--- src/rtl/spi_pkg.sv ---
// rtl/spi_pkg.sv - shared FSM encoding and default command codes for the SPI frame receiver
package spi_pkg;

  typedef logic [1:0] state_t;

  localparam state_t ST_IDLE  = 2'd0;
  localparam state_t ST_SHIFT = 2'd1;
  localparam state_t ST_DONE  = 2'd2;

  localparam logic [7:0] CMD_WR_DEFAULT = 8'hFF;
  localparam logic [7:0] CMD_RD_DEFAULT = 8'h0F;

endpackage

--- src/rtl/spi_shift_reg.sv ---
// rtl/spi_shift_reg.sv - parametrised LSB-first shift register with parallel load
module spi_shift_reg #(
  parameter int W = 8
) (
  input  logic         clk,
  input  logic         rst,
  input  logic         ld_i,
  input  logic [W-1:0] ld_data_i,
  input  logic         sh_i,
  input  logic         sh_in_i,
  output logic [W-1:0] q_o
);

  logic [W-1:0] q_q;

  // New bits enter at the MSB so the first bit shifted in ends up at bit 0.
  always_ff @(posedge clk) begin
    if (rst) begin
      q_q <= '0;
    end else if (ld_i) begin
      q_q <= ld_data_i;
    end else if (sh_i) begin
      q_q <= {sh_in_i, q_q[W-1:1]};
    end
  end

  assign q_o = q_q;

endmodule

--- src/rtl/spi_frame_rx.sv ---
// rtl/spi_frame_rx.sv - SPI frame receiver: data/address/command decode with miso read-back
module spi_frame_rx
  import spi_pkg::*;
#(
  parameter int               ADDR_W = 24,
  parameter int               DATA_W = 32,
  parameter int               CMD_W  = 8,
  parameter logic [CMD_W-1:0] CMD_WR = CMD_W'(CMD_WR_DEFAULT),
  parameter logic [CMD_W-1:0] CMD_RD = CMD_W'(CMD_RD_DEFAULT)
) (
  input  logic              clk,
  input  logic              rst,
  input  logic              CS,
  input  logic              mosi,
  output logic              miso,
  output logic [ADDR_W-1:0] address_out,
  output logic [DATA_W-1:0] data_out,
  output logic              wr_en_out,
  output logic              rd_en_out,
  input  logic [DATA_W-1:0] rd_data_in,
  input  logic              rd_valid_in,
  output logic              cmd_err_out,
  output logic              abort_out
);

  localparam int FRAME_W = DATA_W + ADDR_W + CMD_W;
  localparam int CNT_W   = $clog2(FRAME_W + 1);

  state_t             state_q, state_d;
  logic [CNT_W-1:0]   cnt_q, cnt_d;
  logic               armed_q;
  logic               done_q;
  logic [DATA_W-1:0]  rd_hold_q;
  logic [ADDR_W-1:0]  addr_q;
  logic [DATA_W-1:0]  data_q;
  logic               wr_en_q, rd_en_q, cmd_err_q, abort_q;

  logic [FRAME_W-1:0] frame_w;
  logic [DATA_W-1:0]  miso_sr_w;
  logic [CMD_W-1:0]   cmd_w;
  logic               start, in_shift, sample, last_bit, miso_sh;

  // armed_q blocks a frame start until CS has been seen low after reset.
  assign start    = (state_q == ST_IDLE) && CS && armed_q;
  assign in_shift = (state_q == ST_SHIFT) && CS;
  assign sample   = start || in_shift;
  assign last_bit = in_shift && (cnt_q == CNT_W'(FRAME_W - 1));
  assign miso_sh  = in_shift && (cnt_q < CNT_W'(DATA_W));
  assign cmd_w    = frame_w[FRAME_W-1 -: CMD_W];

  always_comb begin
    state_d = state_q;
    cnt_d   = cnt_q;
    case (state_q)
      ST_IDLE: begin
        cnt_d = '0;
        if (start) begin
          state_d = ST_SHIFT;
          cnt_d   = CNT_W'(1);
        end
      end
      ST_SHIFT: begin
        if (!CS) begin
          state_d = ST_IDLE;
          cnt_d   = '0;
        end else begin
          cnt_d = cnt_q + CNT_W'(1);
          if (last_bit) state_d = ST_DONE;
        end
      end
      ST_DONE: begin
        if (!CS) begin
          state_d = ST_IDLE;
          cnt_d   = '0;
        end
      end
      default: begin
        state_d = ST_IDLE;
        cnt_d   = '0;
      end
    endcase
  end

  always_ff @(posedge clk) begin
    if (rst) begin
      state_q   <= ST_IDLE;
      cnt_q     <= '0;
      armed_q   <= 1'b0;
      done_q    <= 1'b0;
      rd_hold_q <= '0;
      addr_q    <= '0;
      data_q    <= '0;
      wr_en_q   <= 1'b0;
      rd_en_q   <= 1'b0;
      cmd_err_q <= 1'b0;
      abort_q   <= 1'b0;
    end else begin
      state_q   <= state_d;
      cnt_q     <= cnt_d;
      armed_q   <= armed_q | ~CS;
      done_q    <= last_bit;
      wr_en_q   <= done_q && (cmd_w == CMD_WR);
      rd_en_q   <= done_q && (cmd_w == CMD_RD);
      cmd_err_q <= done_q && (cmd_w != CMD_WR) && (cmd_w != CMD_RD);
      abort_q   <= (state_q == ST_SHIFT) && !CS;
      if (done_q && ((cmd_w == CMD_WR) || (cmd_w == CMD_RD))) begin
        addr_q <= frame_w[DATA_W +: ADDR_W];
      end
      if (done_q && (cmd_w == CMD_WR)) begin
        data_q <= frame_w[DATA_W-1:0];
      end
      if (rd_valid_in && ((state_q == ST_IDLE) || (state_q == ST_DONE))) begin
        rd_hold_q <= rd_data_in;
      end
    end
  end

  spi_shift_reg #(.W(FRAME_W)) u_frame_sr (
    .clk       (clk),
    .rst       (rst),
    .ld_i      (1'b0),
    .ld_data_i ('0),
    .sh_i      (sample),
    .sh_in_i   (mosi),
    .q_o       (frame_w)
  );

  // The miso shifter works on a copy so an aborted frame cannot disturb the held read data.
  spi_shift_reg #(.W(DATA_W)) u_miso_sr (
    .clk       (clk),
    .rst       (rst),
    .ld_i      (start),
    .ld_data_i (rd_hold_q >> 1),
    .sh_i      (miso_sh),
    .sh_in_i   (1'b0),
    .q_o       (miso_sr_w)
  );

  assign miso        = (start & rd_hold_q[0]) | (miso_sh & miso_sr_w[0]);
  assign address_out = addr_q;
  assign data_out    = data_q;
  assign wr_en_out   = wr_en_q;
  assign rd_en_out   = rd_en_q;
  assign cmd_err_out = cmd_err_q;
  assign abort_out   = abort_q;

endmodule

--- config.mk ---
export PLATFORM = sky130hd
export DESIGN_NAME = spi_frame_rx
export DESIGN_NICKNAME = d
export VERILOG_FILES = /design/src/rtl/spi_pkg.sv /design/src/rtl/spi_shift_reg.sv /design/src/rtl/spi_frame_rx.sv
export SDC_FILE = /design/constraint.sdc
export NUM_CORES = 1
export LEC_CHECK = 0
export ABC_AREA = 1
export CAP_MARGIN = 10
export CORE_MARGIN = 1.5
export CORE_UTILIZATION = 55
export CTS_CLUSTER_SIZE = 12
export DETAILED_ROUTE_END_ITERATION = 10
export PLACE_DENSITY = 0.79
export SLEW_MARGIN = 10
export SYNTH_ARGS = -nofsm -noshare
export SYNTH_HDL_FRONTEND = slang
export SYNTH_SLANG_ARGS = --single-unit
export TNS_END_PERCENT = 30
--- constraint.sdc ---
create_clock -name clk -period 1.9 [get_ports clk]
set_input_delay 0.57 -clock clk [delete_from_list [all_inputs] [get_ports clk]]
set_output_delay 0.57 -clock clk [all_outputs]
set_load 0.03 [all_outputs]
### Word-level counts from Yosys, hierarchy flattened

Cells that the tools add are included.

| cells by class | value |
|---|---|
| add/sub/neg operators | 1 |
| magnitude comparators | 1 |
| equality and inequality tests | 10 |
| multiplexer cells | 11 |
| bitwise operators | 5 |
| reduce and logical (&&, ||, !) cells | 19 |

Operators by type and width:

| cell | number |
|---|---|
| two-way mux 31 bit | 2 |
| one-hot mux 7 bit (3 select lines) | 1 |
| two-way mux 7 bit | 2 |
| logical AND 1 bit | 12 |
| == test 8 x 4 -> 1 bit (second input constant) | 1 |
| == test 8 bit (second input constant) | 1 |
| two-way mux 2 bit | 4 |
| != test 8 x 4 -> 1 bit (second input constant) | 1 |
| != test 8 bit (second input constant) | 1 |
| adder 7 x 1 -> 7 bit (second input constant) | 1 |
| == test 7 x 6 -> 1 bit (second input constant) | 1 |
| less-than comparator 7 x 6 -> 1 bit (second input constant) | 1 |
| one-hot mux 2 bit (3 select lines) | 1 |
| != test 2 bit (second input constant) | 2 |
| logical OR 1 bit | 3 |
| != test 3 bit (second input constant) | 1 |
| AND reduction 3 bit | 1 |
| bitwise AND 1 bit | 2 |
| == test 2 x 1 -> 1 bit (second input constant) | 1 |
| == test 2 bit (second input constant) | 1 |
| logical NOT 2 bit | 1 |
| OR 1 bit | 2 |
| nonzero test 2 bit | 1 |
| logical NOT 1 bit | 1 |
| other kinds (2) | 2 |

| storage, ports and cells | value |
|---|---|
| register bits | 198 |
| input port bits | 37 |
| output and inout port bits | 61 |
| word-level logic and storage cells | 60 |

### Logic depth before layout (Yosys ltp)

| depth | value |
|---|---|
| word-level depth | 6 |
| mapped depth | 9 |

### Cells and area by module

A second synthesis with hierarchy kept.

| unflattened totals | value |
|---|---|
| cells, all modules | 1366 |
| area, all modules | 9213.8 um^2 |

Modules (own cells, without submodules):

| module | instances | cells each | area each (um^2) | seq. area each (um^2) |
|---|---|---|---|---|
| spi_frame_rx | 1 | 548 | 4088.9 | 2062.0 |
| spi_shift_reg (u_frame_sr) | 1 | 545 | 3448.3 | 1281.2 |
| spi_shift_reg (u_miso_sr) | 1 | 273 | 1676.6 | 640.6 |

### Worst setup path before layout

Ideal clock, no wire load.

| timing path | value |
|---|---|
| kind | input to output |
| start | in CS |
| end | out miso |
| data arrival time | 1241 ps |
| slack | 89 ps |
| stages on the path | 6 |
| path through | nand2_1 -> inv_1 -> nand2_2 -> buf_6 -> inv_1 -> a22o_1 |

| on the way | value |
|---|---|
| longest elaborated chain between the ends | 4 |
| elaborated cells on any way between the ends | 7 |
| classes of those cells | bitwise (3); reduce/logical (4) |

RTL lines:

| what | RTL line | RTL |
|---|---|---|
| from (decl) | spi_frame_rx.sv:13 | `input logic CS,` |
| logical AND 1 bit (on tied branches) | spi_frame_rx.sv:44, spi_frame_rx.sv:45 |  |
| logical AND 1 bit (on tied branches) | spi_frame_rx.sv:44, spi_frame_rx.sv:48 |  |
| bitwise AND 1 bit | spi_frame_rx.sv:139 | `assign miso = (start & rd_hold_q[0]) \| (miso_sh & miso_sr_w[0]);` |
| OR 1 bit (*) | spi_frame_rx.sv:139 |  |
| to (decl) | spi_frame_rx.sv:15 | `output logic miso,` |

Mark *: on every way between the ends. The rest lies on a longest branch, timed or not.

### Final worst setup path

| timing path | value |
|---|---|
| start | reg state_q[1] |
| end | out miso |

| on the way | value |
|---|---|
| longest elaborated chain between the ends | 5 |
| elaborated cells on any way between the ends | 9 |
| classes of those cells | eq/ne (1); bitwise (3); reduce/logical (5) |

RTL lines:

| what | RTL line | RTL |
|---|---|---|
| from (decl) | spi_frame_rx.sv:29 | `state_t state_q, state_d;` |
| from (signal assigned) | spi_frame_rx.sv:98 | `state_q <= state_d;` |
| == test 2 x 1 -> 1 bit or logical NOT 2 bit (tied branches) | spi_frame_rx.sv:45, spi_frame_rx.sv:44 |  |
| logical AND 1 bit (on tied branches) | spi_frame_rx.sv:45, spi_frame_rx.sv:44 |  |
| logical AND 1 bit (on tied branches) | spi_frame_rx.sv:48, spi_frame_rx.sv:44 |  |
| bitwise AND 1 bit | spi_frame_rx.sv:139 |  |
| OR 1 bit (*) | spi_frame_rx.sv:139 |  |

Marks and branches as above.

==> results_tabular.tex <==
\begin{tabular}{lr}
\hline
Metric & Value \\
\hline
\multicolumn{2}{l}{\textbf{CTS}} \\
\quad Buffer cell driving the clock tree root & clkbuf\_16 \\
\quad Clock-pin slew reported for the worst setup and hold paths after clock tree synthesis & 0.07 ns \\
\quad Quantity of hold-fixing buffers added after cts & 0 \\
\quad CTS tree & yes \\
\quad Worst-skew pair later-pin latency & 0.43 ns \\
\quad Htree depth & 4 \\
\quad CTS max path bufs & 2 \\
\quad TritonCTS sink count & 198 \\
\quad Total CTS buffers & 17 \\
\multicolumn{2}{l}{\textbf{Die}} \\
\quad Die height & 121 um \\
\quad Die ar. & 0.0147 mm2 \\
\quad Top Ports & 98 \\
\quad Floorplan core area & 0.0138 mm2 \\
\quad Rows & 43 \\
\quad Die Wd & 121 um \\
\quad Initial standard-cell utilization of the core & 56.0\% \\
\multicolumn{2}{l}{\textbf{Worst setup path}} \\
\quad Depth of the most critical reg-to-reg path & 8 \\
\quad Maximum fanout count along the critical path & 3 \\
\quad Arr. time, crit path & 1.37 ns \\
\quad Reg2reg end & u\_frame\_sr.q\_o[61] \\
\quad Type of element capturing the critical path & primary output \\
\quad Reg2Reg Setup Slack & 0.42 ns \\
\quad Worst setup SP type & flop \\
\quad Required time worst endpoint & 1.33 ns \\
\quad Worst setup path class & flop to primary output \\
\quad Launching point of the worst reg2reg path & state\_q[1] \\
\multicolumn{2}{l}{\textbf{Run status}} \\
\quad Run status & finished with violations \\
\quad Failing checks & setup timing \\
\multicolumn{2}{l}{\textbf{Placed design}} \\
\quad Estimated wirelength of the detail-placed design & 9630 um \\
\quad Routability cong. & 0.738 \\
\quad Worst-case setup slack after placement & -0.362 ns \\
\quad Number of I/O port buffers & 97 \\
\multicolumn{2}{l}{\textbf{Finish}} \\
\quad Most used cells in the layout excluding fill and tap cells & dfxtp\_1 (195), nor2\_1 (162), nand2\_1 (144) \\
\quad Final Core Density & 68.4\% \\
\quad Synthesis-to-finish area growth & 22.1\% \\
\quad Layout net count & 1133 \\
\quad Count of antenna diodes in the layout & 0 \\
\quad Share of final-layout standard cells stronger than drive strength 1 & 7.94\% \\
\quad Most common cell after layout, fill and taps aside & dfxtp\_1 \\
\multicolumn{2}{l}{\textbf{Timing}} \\
\quad Post-route fraction of the period consumed by the critical path & 102\% \\
\quad Post-layout minimum cycle time & 1.94 ns \\
\quad Transition at the pin with the smallest max-transition slack & 0.476 ns \\
\quad Hold Fails Final Rpt & 0 \\
\quad Worst slew margin & 68.2\% \\
\quad Number of pins with negative max-slew slack in the final report & 0 \\
\quad Smallest setup slack after layout & -0.0411 ns \\
\quad Layout Skew & 0.00716 ns \\
\quad RSZ-0062 raised after global routing & true \\
\quad Highest achievable clock rate & 515 MHz \\
\quad Final number of setup-violating endpoints & 1 \\
\multicolumn{2}{l}{\textbf{Logic synthesis}} \\
\quad Synth Cell Area & 0.00771 mm2 \\
\quad Total of flip-flops plus latches after synthesis & 198 \\
\quad Synthesized instance count & 1026 \\
\quad Sequential-to-total area share from yosys stat & 51.4\% \\
\quad Leading post-synthesis cells by cell area & dfxtp\_1 (51\%), a21oi\_1 (8.1\%), nor2\_1 (8.0\%) \\
\quad Count of warnings emitted by yosys & 0 \\
\quad Net count after synthesis & 1064 \\
\quad Cell type contributing the most total cell area after synthesis & dfxtp\_1 \\
\quad Portion of synthesized cell area occupied by the leading cell type & 51.4\% \\
\quad Mean post-synth cell area & 7.52 um2 \\
\quad Netlist cell types & 26 \\
\multicolumn{2}{l}{\textbf{Worst hold path}} \\
\quad Path category of the worst min-delay check & input pin to flop \\
\quad Hold worst-path end & abort\_out \\
\quad Startpoint of the most critical hold path & CS \\
\quad Number of cells on the worst hold path & 2 \\
\multicolumn{2}{l}{\textbf{Global routing}} \\
\quad Pin count of the biggest net entering global routing & 69 \\
\quad Number of antenna violations at the first check in global routing & 0 \\
\quad Global-route wire length before repair & 26900 um \\
\quad Overall global routing resource usage & 22.4\% \\
\quad Vias in the first global route & 5881 \\
\quad GRT Residual Overflow & 0 \\
\multicolumn{2}{l}{\textbf{Drt}} \\
\quad DR WL met2 & 7620 um \\
\quad Metal-1 WL & 7680 um \\
\quad Per-cell routed wire length & 12.6 um \\
\quad Number of optimization iterations in the first detailed-route pass & 5 \\
\quad Via-to-Cell Ratio & 5.20 \\
\quad DRC violations left & 0 \\
\quad Iter 0 DRT Violations & 573 \\
\quad Number of vias after detailed routing & 6703 \\
\quad Final antenna-violating net count & 0 \\
\quad Max Used Layer & met4 \\
\quad Routed met3 length & 725 um \\
\quad Total Routed Length & 16200 um \\
\multicolumn{2}{l}{\textbf{Power}} \\
\quad IR Drop Worst-Case VDD & 0.601 mV \\
\quad Pwr Density & 934 mW/mm2 \\
\quad Static leakage power & 0.00413 uW \\
\multicolumn{2}{l}{\textbf{Run}} \\
\quad Max-cap violation count & 0 \\
\hline
\end{tabular}
-- logic make-up after synthesis --
logic type	after synthesis	share of synthesized area [%]
AOI/OAI and AO/OA	260	17.0
buffers and inverters	155	8.63
adders and majority gates	1	0.162
and+or+nand+nor	412	22.8
DFF	198	51.4
-- critical path, stage by stage, from the launching register on --
cell     delay (ns)
dfxtp_2        0.35
inv_2          0.05
nand3_4        0.06
inv_2          0.04
nand2_2        0.06
inv_2          0.03
a22o_1         0.20
buf_6          0.15
-- repair_timing --
action / CTS / global route
pin swaps: 0 / 1
cloned: 0 / 0
endpoints found under the setup margin: 61 / 1
endpoints found under the hold margin: 0 / 0
gates resized for setup: 62 / 11
buffers inserted: 0 / 3
-- layout make-up --
type	count	area, um2
fill	1165	4360
sequential	198	3970
multi-input combinational	673	3100
timing repair buffer	130	1220
clock buffer	19	443
inverter	75	283
tap	180	225
clock inverter	13	179
-- state kept, by name, indices dropped and copies added (netlist names) --
name and flops:
u_miso_sr.q_o 31, address_out 24, abort_out 1, rd_hold_q 32
armed_q 1, cmd_err_out 1, rd_en_out 1, wr_en_out 1
data_out 32, cnt_q 7, done_q 1, state_q 2
u_frame_sr.q_o 64
-- how the worst max path moves through the flow --
stage                 to  startpoint  slack, ns  cells past startpoint
floorplan           miso          CS       0.09                      6
global placement    miso          CS      -0.35                      7
detailed placement  miso          CS      -0.36                      7
CTS                 miso          CS      -0.12                      7
global route        miso  state_q[1]      -0.10                      7
finish              miso  state_q[1]      -0.04                      7
-- layer usage --
metal | global-route usage (%) | vias up
met1 | 29.3 | 3049
met3 | 5.22 | 15
met5 | 0 | -
met4 | 7.72 | 0
met2 | 36.6 | 145
li1 | - | 3494
-- cell usage after synthesis --
master and instances:
buf_2 31, o21ai_0 105, buf_6 3, nor2_2 1, nor2_8 1, dfxtp_1 198, nor3_2 1, a22o_1 1
nor2_1 164, o211ai_1 1, a22oi_1 1, nand2_2 5, nand3_1 59, nand2_1 144, o21ai_1 27, nor4_1 1
inv_2 2, buf_4 6, nor3_1 1, a21oi_1 125, ha_1 1, nand4_1 32, inv_1 73, clkbuf_1 38
buf_1 2, nand3_2 3
-- where the power goes --
part	total (uW)	switching (uW)	internal [uW]	leakage [uW]
registers	4430	102	4330	0.00162
logic	615	369	246	0.00220
clock network	3750	1520	2230	0.000307
-- stage by stage --
stage	setup TNS (ns)	hold WS, ns	power [uW]	instance area, um2	std cells
after floorplan	0	0.421	4900	7710	1026
after global placement	-20.59	0.439	5110	8830	1253
after detailed placement	-22.19	0.444	5120	8830	1253
after CTS	-0.120	0.456	8850	9380	1285
after global routing	-0.104	0.399	9160	9420	1288
final	-0.0411	0.405	8800	9420	1288
No activity file was read; power rests on OpenSTA's default activity.
==> variant, RTL diff (same settings) <==
The parameter `ADDR_W` goes from 24 to 36.
--- a/src/rtl/spi_frame_rx.sv
+++ b/src/rtl/spi_frame_rx.sv
@@ -2,7 +2,7 @@
 module spi_frame_rx
   import spi_pkg::*;
 #(
-  parameter int               ADDR_W = 24,
+  parameter int               ADDR_W = 36,
   parameter int               DATA_W = 32,
   parameter int               CMD_W  = 8,
   parameter logic [CMD_W-1:0] CMD_WR = CMD_W'(CMD_WR_DEFAULT),
Ports: changed (resized address_out); port bits go from 98 to 110. The function was not compared with the original's and may differ.
==> variant against the unedited design <==
- the run still ends with negative setup slack left
- count of clock-buffer cells in the layout rose by 16
- combinational power grew 10%
- power up 12%
- non-clock buffer count grew 16
- first-iteration DRC count is 0.87% higher
- worst setup slack worse by 0.086 ns
- clock skew increased by 0.0050 ns
- sequential cell count rose by 24
- area after synthesis is 13% higher
- wire length grew 17%
- clock power up 11%
- final area increased by 14%
- die area increased by 13%
==> variant: results (changes against the unedited design) <==
| Metric | Value |
|---|---|
| DR iter-0 viols | `578 (+0.87%)` |
| Worst Hold Class | `in2reg` |
| DRT Pass-1 Iters | `5 (unchanged)` |
| CP max stage cell | `dlygate4sd2_1` |
| IO Port Bufs | `109 (+12%)` |
| Total global routing track utilization | `0.222 (-0.00253)` |
| Placed inst area | `10100 um2 (+14%)` |
| Ys async rst share | `0 (unchanged)` |
| Leak pwr | `4.72 nW (+14%)` |
| Sequential share of the synthesized area | `0.510 (-0.00427)` |
| Rel. slew slack | `0.748 (+0.0654)` |
| Largest register FFs | `76 (+19%)` |
| Initial antenna violation count | `1 (+1)` |
| Root Buffer | `clkbuf_16` |
| Routed wire per std cell | `12.9 um (+2.2%)` |
| Share of cells above drive strength 1 | `0.0851 (+0.00570)` |
| Synthesized Nets | `1198 (+13%)` |
| Yosys Warn Count | `0 (unchanged)` |
| Clock transition at path regs | `~0.06 ns` |
| Worst vdd ir | `647 uV (+7.6%)` |
| HPWL Detailed | `11.5 mm (+20%)` |
| Crit-path max FO | `3 (unchanged)` |
| Vias in the first global route | `6723 (+14%)` |
| Clk_lat worst skew | `0.51 ns (+0.08 ns)` |
| Fillers | `1314 (+13%)` |
| CTS Buffer Depth | `3 (+1)` |
| Synth area leaders | `dfxtp_1 51%, nor2_1 9.0%, nand2_1 6.8%, a21oi_1 6.5%, o21ai_0 6.3%` |
| H-tree levels | `1 (-3)` |
| Critical Path AT | `1.46 ns (+0.09 ns)` |
| Most instantiated cells after synthesis | `222 x dfxtp_1, 210 x nor2_1, 158 x nand2_1` |
| Final worst-path setup slack | `-0.127 ns (-0.0859 ns)` |
| CP peak stage delay | `0.27 ns (-0.08 ns)` |
| Setup violations, final | `1 (unchanged)` |
| FMAX | `0.493 GHz (-4.2%)` |
| Yosys top cell by area | `dfxtp_1` |
| Wire length of the first global-routing pass | `31.0 mm (+15%)` |
| Post-route DRC | `0 (unchanged)` |
| Worst slack at placement | `-0.343 ns (+0.0188 ns)` |
| Outcome | `finished with violations` |
| Netlist cell types | `27 (+3.8%)` |
| CTS buffer count | `24 (+7)` |
| Setup Skew | `0.0122 ns (+0.00500 ns)` |
| Placer Congestion | `0.790 (+7.0%)` |
| Violations in the final reports | `negative setup slack` |
| # nets final | `1281 (+13%)` |
| Via count | `7597 (+13%)` |
| Maximum number of pins on one net before global-route repair | `73 (+5.8%)` |
## variant: changes by cell type in the layout (fill, tap and decap cells not counted), sizes merged, moves of 9 or more
cell,delta
a21oi,+9
clkbuf,+15
dfxtp,+24
dlygate4sd2,+12
inv,+10
nand2,+13
nand3,+13
nor2,+46
o21ai,+9
## variant: worst paths after layout
| kind | start | slack [ns] | cells past startpoint | end |
|---|---|---|---|---|
| worst max-delay path | CS | -0.13 | 7 | miso |
| worst min-delay path | rst | 0.36 | 2 | state_q[0] |
| worst max register to register | u_frame_sr.q_o[68] | 0.24 | 7 | address_out[15] |
| worst min register to register | rd_hold_q[2] | 0.45 | 2 | rd_hold_q[2] |
## variant: logic make-up after synthesis
family	count (synthesis)	share of synthesized area
flip-flops	222	0.510
buffers and inverters	174	0.0851
adder cells (fa/ha/maj)	1	0.00143
XOR/XNOR	1	0.00100
AND/OR/NAND/NOR	484	0.234
AO/OA/AOI/OAI	278	0.169
## variant: final cells by class
class / count / area, um2 / area share
timing repair buffer: 146 / 1410 / 0.132
inverter: 85 / 322 / 0.0301
antenna: 1 / 2.50 / 0.000234
clock inverter: 5 / 40.0 / 0.00374
multi-input combinational: 764 / 3540 / 0.331
clock buffer: 35 / 662 / 0.0619
sequential: 222 / 4450 / 0.416
tap: 211 / 264 / 0.0247
## variant: power by group
part	leakage (nW)	internal, W	switching [W]
Combinational	2.56	0.000272	0.000406
Clock	0.344	0.00241	0.00176
Sequential	1.81	0.00485	0.000123
Total	4.72	0.00753	0.00229
## variant: critical path: cells and delay by family
kind | cells | cell delay (ns)
compound gates | 1 | 0.26
buf+inv | 4 | 0.51
simple gates | 2 | 0.13
## variant: metrics by stage
stage | TNS [ns] | total power, W | cells
global route | -0.191 | 0.0102 | 1469
floorplan | 0 | 0.00548 | 1160
global placement | -17.93 | 0.00572 | 1427
finish | -0.127 | 0.00982 | 1469
detailed placement | -20.11 | 0.00574 | 1427
CTS | -0.175 | 0.00990 | 1467
## variant: what timing repair did
action                                  CTS  global route
setup buffers                             0             1
endpoints found under the setup margin   73             2
hold buffers                              0             0
pin swaps                                 1             1
resized for setup                        75             6
## variant: metal layers
metal  up-vias  global-route usage  part of all wire
li1       3943                   -                 -
met1      3457               0.288              0.46
met2       162               0.379              0.47
met3        35              0.0424             0.051
met4         0              0.0615             0.021
met5         -                   0                 0
